### config.mk
export PLATFORM = sky130hd
export DESIGN_NAME = serial_sub
export DESIGN_NICKNAME = d
export VERILOG_FILES = /design/src/rtl/serial_pkg.sv /design/src/rtl/fsub_bit.sv /design/src/rtl/serial_sub.sv
export SDC_FILE = /design/constraint.sdc
export NUM_CORES = 1
export LEC_CHECK = 0
export ABC_AREA = 1
export BUFFER_PORTS_ARGS = -buffer_cell sky130_fd_sc_hd__buf_2
export CAP_MARGIN = 0
export CORE_AREA = 4 4 70 72
export CTS_CLUSTER_DIAMETER = 200
export CTS_CLUSTER_SIZE = 12
export DETAILED_ROUTE_END_ITERATION = 16
export DIE_AREA = 0 0 74 76
export SLEW_MARGIN = 20
export SYNTH_ARGS = -nofsm -noshare
export SYNTH_HDL_FRONTEND = slang
export SYNTH_SLANG_ARGS = --single-unit
### constraint.sdc
create_clock -name clk -period 2.75 [get_ports clk]
set_clock_uncertainty 0.1 [all_clocks]
set_input_delay 0.4125 -clock clk [delete_from_list [all_inputs] [get_ports clk]]
set_output_delay 0.4125 -clock clk [all_outputs]
set_load 0.05 [all_outputs]
### src/rtl/serial_pkg.sv
// Shared definitions for the bit-serial subtractor: FSM state encoding and default width.
package serial_pkg;

    localparam int DEFAULT_WIDTH = 8;

    typedef enum logic {
        ST_IDLE  = 1'b0,
        ST_SHIFT = 1'b1
    } state_t;

endpackage

### src/rtl/fsub_bit.sv
// One-bit full subtractor cell: d = x - y - bin, with borrow out.
module fsub_bit (
    input  logic x,
    input  logic y,
    input  logic bin,
    output logic d,
    output logic bout
);

    assign d    = x ^ y ^ bin;
    assign bout = (~x & y) | (~(x ^ y) & bin);

endmodule

### src/rtl/serial_sub.sv
// Bit-serial subtractor: computes a-b LSB-first over WIDTH cycles using one fsub_bit cell.
// Defining SERIAL_SUB_OVF_EN adds the signed-overflow output ovf.
module serial_sub
    import serial_pkg::*;
#(
    parameter int WIDTH = DEFAULT_WIDTH
) (
    input  logic             clk,
    input  logic             rst_n,
    input  logic             start,
    input  logic [WIDTH-1:0] a,
    input  logic [WIDTH-1:0] b,
    output logic             busy,
    output logic             done,
    output logic [WIDTH-1:0] diff,
    output logic             borrow_out
`ifdef SERIAL_SUB_OVF_EN
    ,
    output logic             ovf
`endif
);

    // One extra bit so the counter can reach WIDTH without wrapping.
    localparam int CW = $clog2(WIDTH) + 1;

    state_t           state;
    state_t           state_next;
    logic [WIDTH-1:0] a_sh;
    logic [WIDTH-1:0] b_sh;
    logic [WIDTH-1:0] res_sh;
    logic [CW-1:0]    cnt;
    logic             brw;
    logic             bit_d;
    logic             bit_bout;
    logic             load;
    logic             step;
    logic             last;

    fsub_bit u_cell (
        .x   (a_sh[0]),
        .y   (b_sh[0]),
        .bin (brw),
        .d   (bit_d),
        .bout(bit_bout)
    );

    always_comb begin
        state_next = state;
        load       = 1'b0;
        step       = 1'b0;
        last       = 1'b0;
        case (state)
            ST_IDLE: begin
                if (start) begin
                    load       = 1'b1;
                    state_next = ST_SHIFT;
                end
            end
            ST_SHIFT: begin
                step = 1'b1;
                if (cnt == CW'(WIDTH - 1)) begin
                    last       = 1'b1;
                    state_next = ST_IDLE;
                end
            end
            default: state_next = ST_IDLE;
        endcase
    end

    assign busy = (state == ST_SHIFT);

    always_ff @(posedge clk or negedge rst_n) begin
        if (!rst_n) state <= ST_IDLE;
        else        state <= state_next;
    end

    // Result bits enter from the MSB side so the word is aligned after the last step.
    always_ff @(posedge clk or negedge rst_n) begin
        if (!rst_n) begin
            a_sh       <= '0;
            b_sh       <= '0;
            res_sh     <= '0;
            cnt        <= '0;
            brw        <= 1'b0;
            done       <= 1'b0;
            diff       <= '0;
            borrow_out <= 1'b0;
        end else begin
            done <= last;
            if (load) begin
                a_sh   <= a;
                b_sh   <= b;
                res_sh <= '0;
                cnt    <= '0;
                brw    <= 1'b0;
            end else if (step) begin
                a_sh   <= a_sh >> 1;
                b_sh   <= b_sh >> 1;
                res_sh <= {bit_d, res_sh[WIDTH-1:1]};
                cnt    <= cnt + 1'b1;
                brw    <= bit_bout;
            end
            if (last) begin
                diff       <= {bit_d, res_sh[WIDTH-1:1]};
                borrow_out <= bit_bout;
            end
        end
    end

`ifdef SERIAL_SUB_OVF_EN
    logic a_msb;
    logic b_msb;

    // The final cell output is the result MSB, so overflow is decided on the last step.
    always_ff @(posedge clk or negedge rst_n) begin
        if (!rst_n) begin
            a_msb <= 1'b0;
            b_msb <= 1'b0;
            ovf   <= 1'b0;
        end else begin
            if (load) begin
                a_msb <= a[WIDTH-1];
                b_msb <= b[WIDTH-1];
            end
            if (last) ovf <= (a_msb != b_msb) && (bit_d != a_msb);
        end
    end
`endif

endmodule
==> out/metrics.csv <==
metric,value,unit
yosys.area.top_type,dfrtp_1,
r2r_slack,1.30,ns
tns,0,ns
cp_data_arrival_time,1.19,ns
finalMaxSlewViolations,0,
root_buffer,clkbuf_8,
cpMaxStageDelayCell,dfrtp_1,
avgViaCountPerCell,4.53,
area_growth_syn_to_layout,19.7,%
fillers,437,
combinationalPowerShare,0.382,
routabilityCongestion,0.692,
status,"finished, final reports clean",
drtAntennaViolNets,0,
syn_area,1650,µm²
initial_utilization,0.385,
clkSlewWorstSetupHoldPaths,0.08,ns
num_rows,24,
final_common_cell,nand2_1,
synth.distinct_cells,19,
seq_area,976,µm²
critPathCaptureType,primary output,
clk_latency,0.29,ns
power_frac_clock,0.231,
cts_resized,0,
multi_input_area,572,µm²
rsz0062_at_grt,false,
worst-path-buf-inv,1,
hold_viol_final,0,
r2r-end,busy,
crit_chain,buf_2,
hold_buffers,0,
firstDrtPassIters,6,
drt-wirelength-per-cell,11.3,µm
die_area,5620,µm²
portBuffers,29,
die_x,74,µm
cts.path.max_buffers,2,
worstSetupStartpointType,register,
p_seq_frac,0.387,
totalWireLength,3050,µm
overflow,0,
finalSetupViolations,0,
drive_gt1_frac,0.211,
seq_area_frac_synth,0.591,
crit_type,register to primary output,
path_delay_family,flip-flops,
setup_ws,1.05,ns
dr_total_vias,1222,
grt_max_degree,40,
period_minus_slack,1.70,ns
fin_crit_sh,0.619,
remaining_drc_errors,0,
antenna_found_initial,0,
power_leakage,1.07,nW
reg2reg_from,busy,
reg2reg_depth,5,
synth_nets,205,
power_density,1240,nW/µm²
io_pins,30,
ys_warn_count,0,
num_antenna_cells,0,
cts_tree,built,
internal_power,0.00145,W
synth-seq-cells,39,
core-area,4290,µm²
pre_cts_slack,1.29,ns
worst-path-max-fanout,12,
cts-buffers-inserted,5,
avgSynthCellArea,8.98,µm²
yosys.area.top_type_share,0.591,
drv_cap,0,
slew_headroom,0.422,
grt_pass1_wl,5570,µm
cp.required,2.24,ns
tightestPinTransition,0.868,ns
synth_area_leaders,"dfrtp_1, nand2_1, nand3_1",
hold_class,input pin to async pin,
vdd_ir_drop_max,0.000402,V
layout_common_cells,"nand2_1, dfrtp_1, buf_2",
max_stage_delay,0.57,ns
cts.htree.levels,2,
grt_pass1_vias,1240,
p_sw_frac,0.406,
syn_inst,184,
nets,238,
fmax,587,MHz
die_h,76,µm
switchingPower,0.000994,W
post_cts_buffers,0,
dp_hpwl,2140,µm
grt.total_usage,0.129,
initialDrtViolationCount,86,
cts_sinks,39,
synth_stat cells:
master and n:
nand2_1 79, nor2_2 1, nand3b_1 1, buf_2 2, nand3_1 24, dfrtp_1 39
fa_1 1, ha_1 1, o21ai_0 4, o22ai_1 6, buf_4 2, nor2_4 1
inv_2 3, nor2_1 1, buf_6 1, inv_1 15, nor2_8 1, a21oi_1 1
nand2_4 1
how the worst max path moves through the flow:
stage	start	slack [ns]	endpoint	depth (start not counted)
2_1_floorplan	busy	1.23	borrow_out	5
6_report	busy	1.05	busy	1
4_1_cts	busy	1.03	busy	1
5_1_grt	busy	0.95	busy	1
3_5_place_dp	start	1.29	cnt[2]	4
3_3_place_gp	busy	1.31	busy	5
flip-flops by register name, summed over array words and instances, names as in the netlist:
signal,flops
done,1
busy,1
a_sh,8
diff,8
b_sh,8
cnt,4
borrow_out,1
res_sh,7
brw,1
cells by family (layout without fill, tap and decap cells):
logic type,Yosys count,in the layout,synth area share
simple gates,109,109,0.289
buf+inv,23,57,0.0629
compound gates,11,11,0.0379
fa+ha+maj,2,2,0.0197
flops,39,39,0.591
area by class of cell:
cell class	count	area share
clock buffers	5	0.0348
flip-flops and latches	39	0.494
inverters	18	0.0342
repair buffers	31	0.0810
clock inverters	3	0.0342
well taps	52	0.0329
multi-input cells	122	0.289
per-stage QoR:
step / utilization / area [µm²] / hold slack, ns / std cells / total power (W)
after floorplan: - / 1650 / 0.0169 / 184 / 0.00169
after global placement: 0.429 / 1840 / 0.350 / 262 / 0.00189
after detailed placement: 0.429 / 1840 / 0.355 / 262 / 0.00191
after CTS: 0.460 / 1980 / 0.169 / 270 / 0.00249
after global routing: 0.460 / 1980 / 0.193 / 270 / 0.00267
final: 0.460 / 1980 / 0.125 / 270 / 0.00245
power by group through the flow:
| stage | combinational (W) | clock, W | sequential, W |
|---|---|---|---|
| floorplan | 0.000534 | 0 | 0.00115 |
| global placement | 0.000935 | 0 | 0.000953 |
| detailed placement | 0.000954 | 0 | 0.000960 |
| CTS | 0.000955 | 0.000583 | 0.000950 |
| global route | 0.00107 | 0.000613 | 0.000983 |
| finish | 0.000935 | 0.000564 | 0.000947 |
worst register-to-register path: cells and delay by family (launching register included):
family	cells	cell delay [ns]
AND/OR/NAND/NOR	3	0.36
flip-flops	1	0.57
buffers and inverters	2	0.30
layer usage:
layer	up-vias	GRT usage	wire length (µm)
met5	-	0	0
met4	0	0.0489	35
met3	4	0.0528	179
met2	21	0.183	1380
met1	552	0.174	1450
li1	645	-	-
Power figures use the tool's default switching activity.
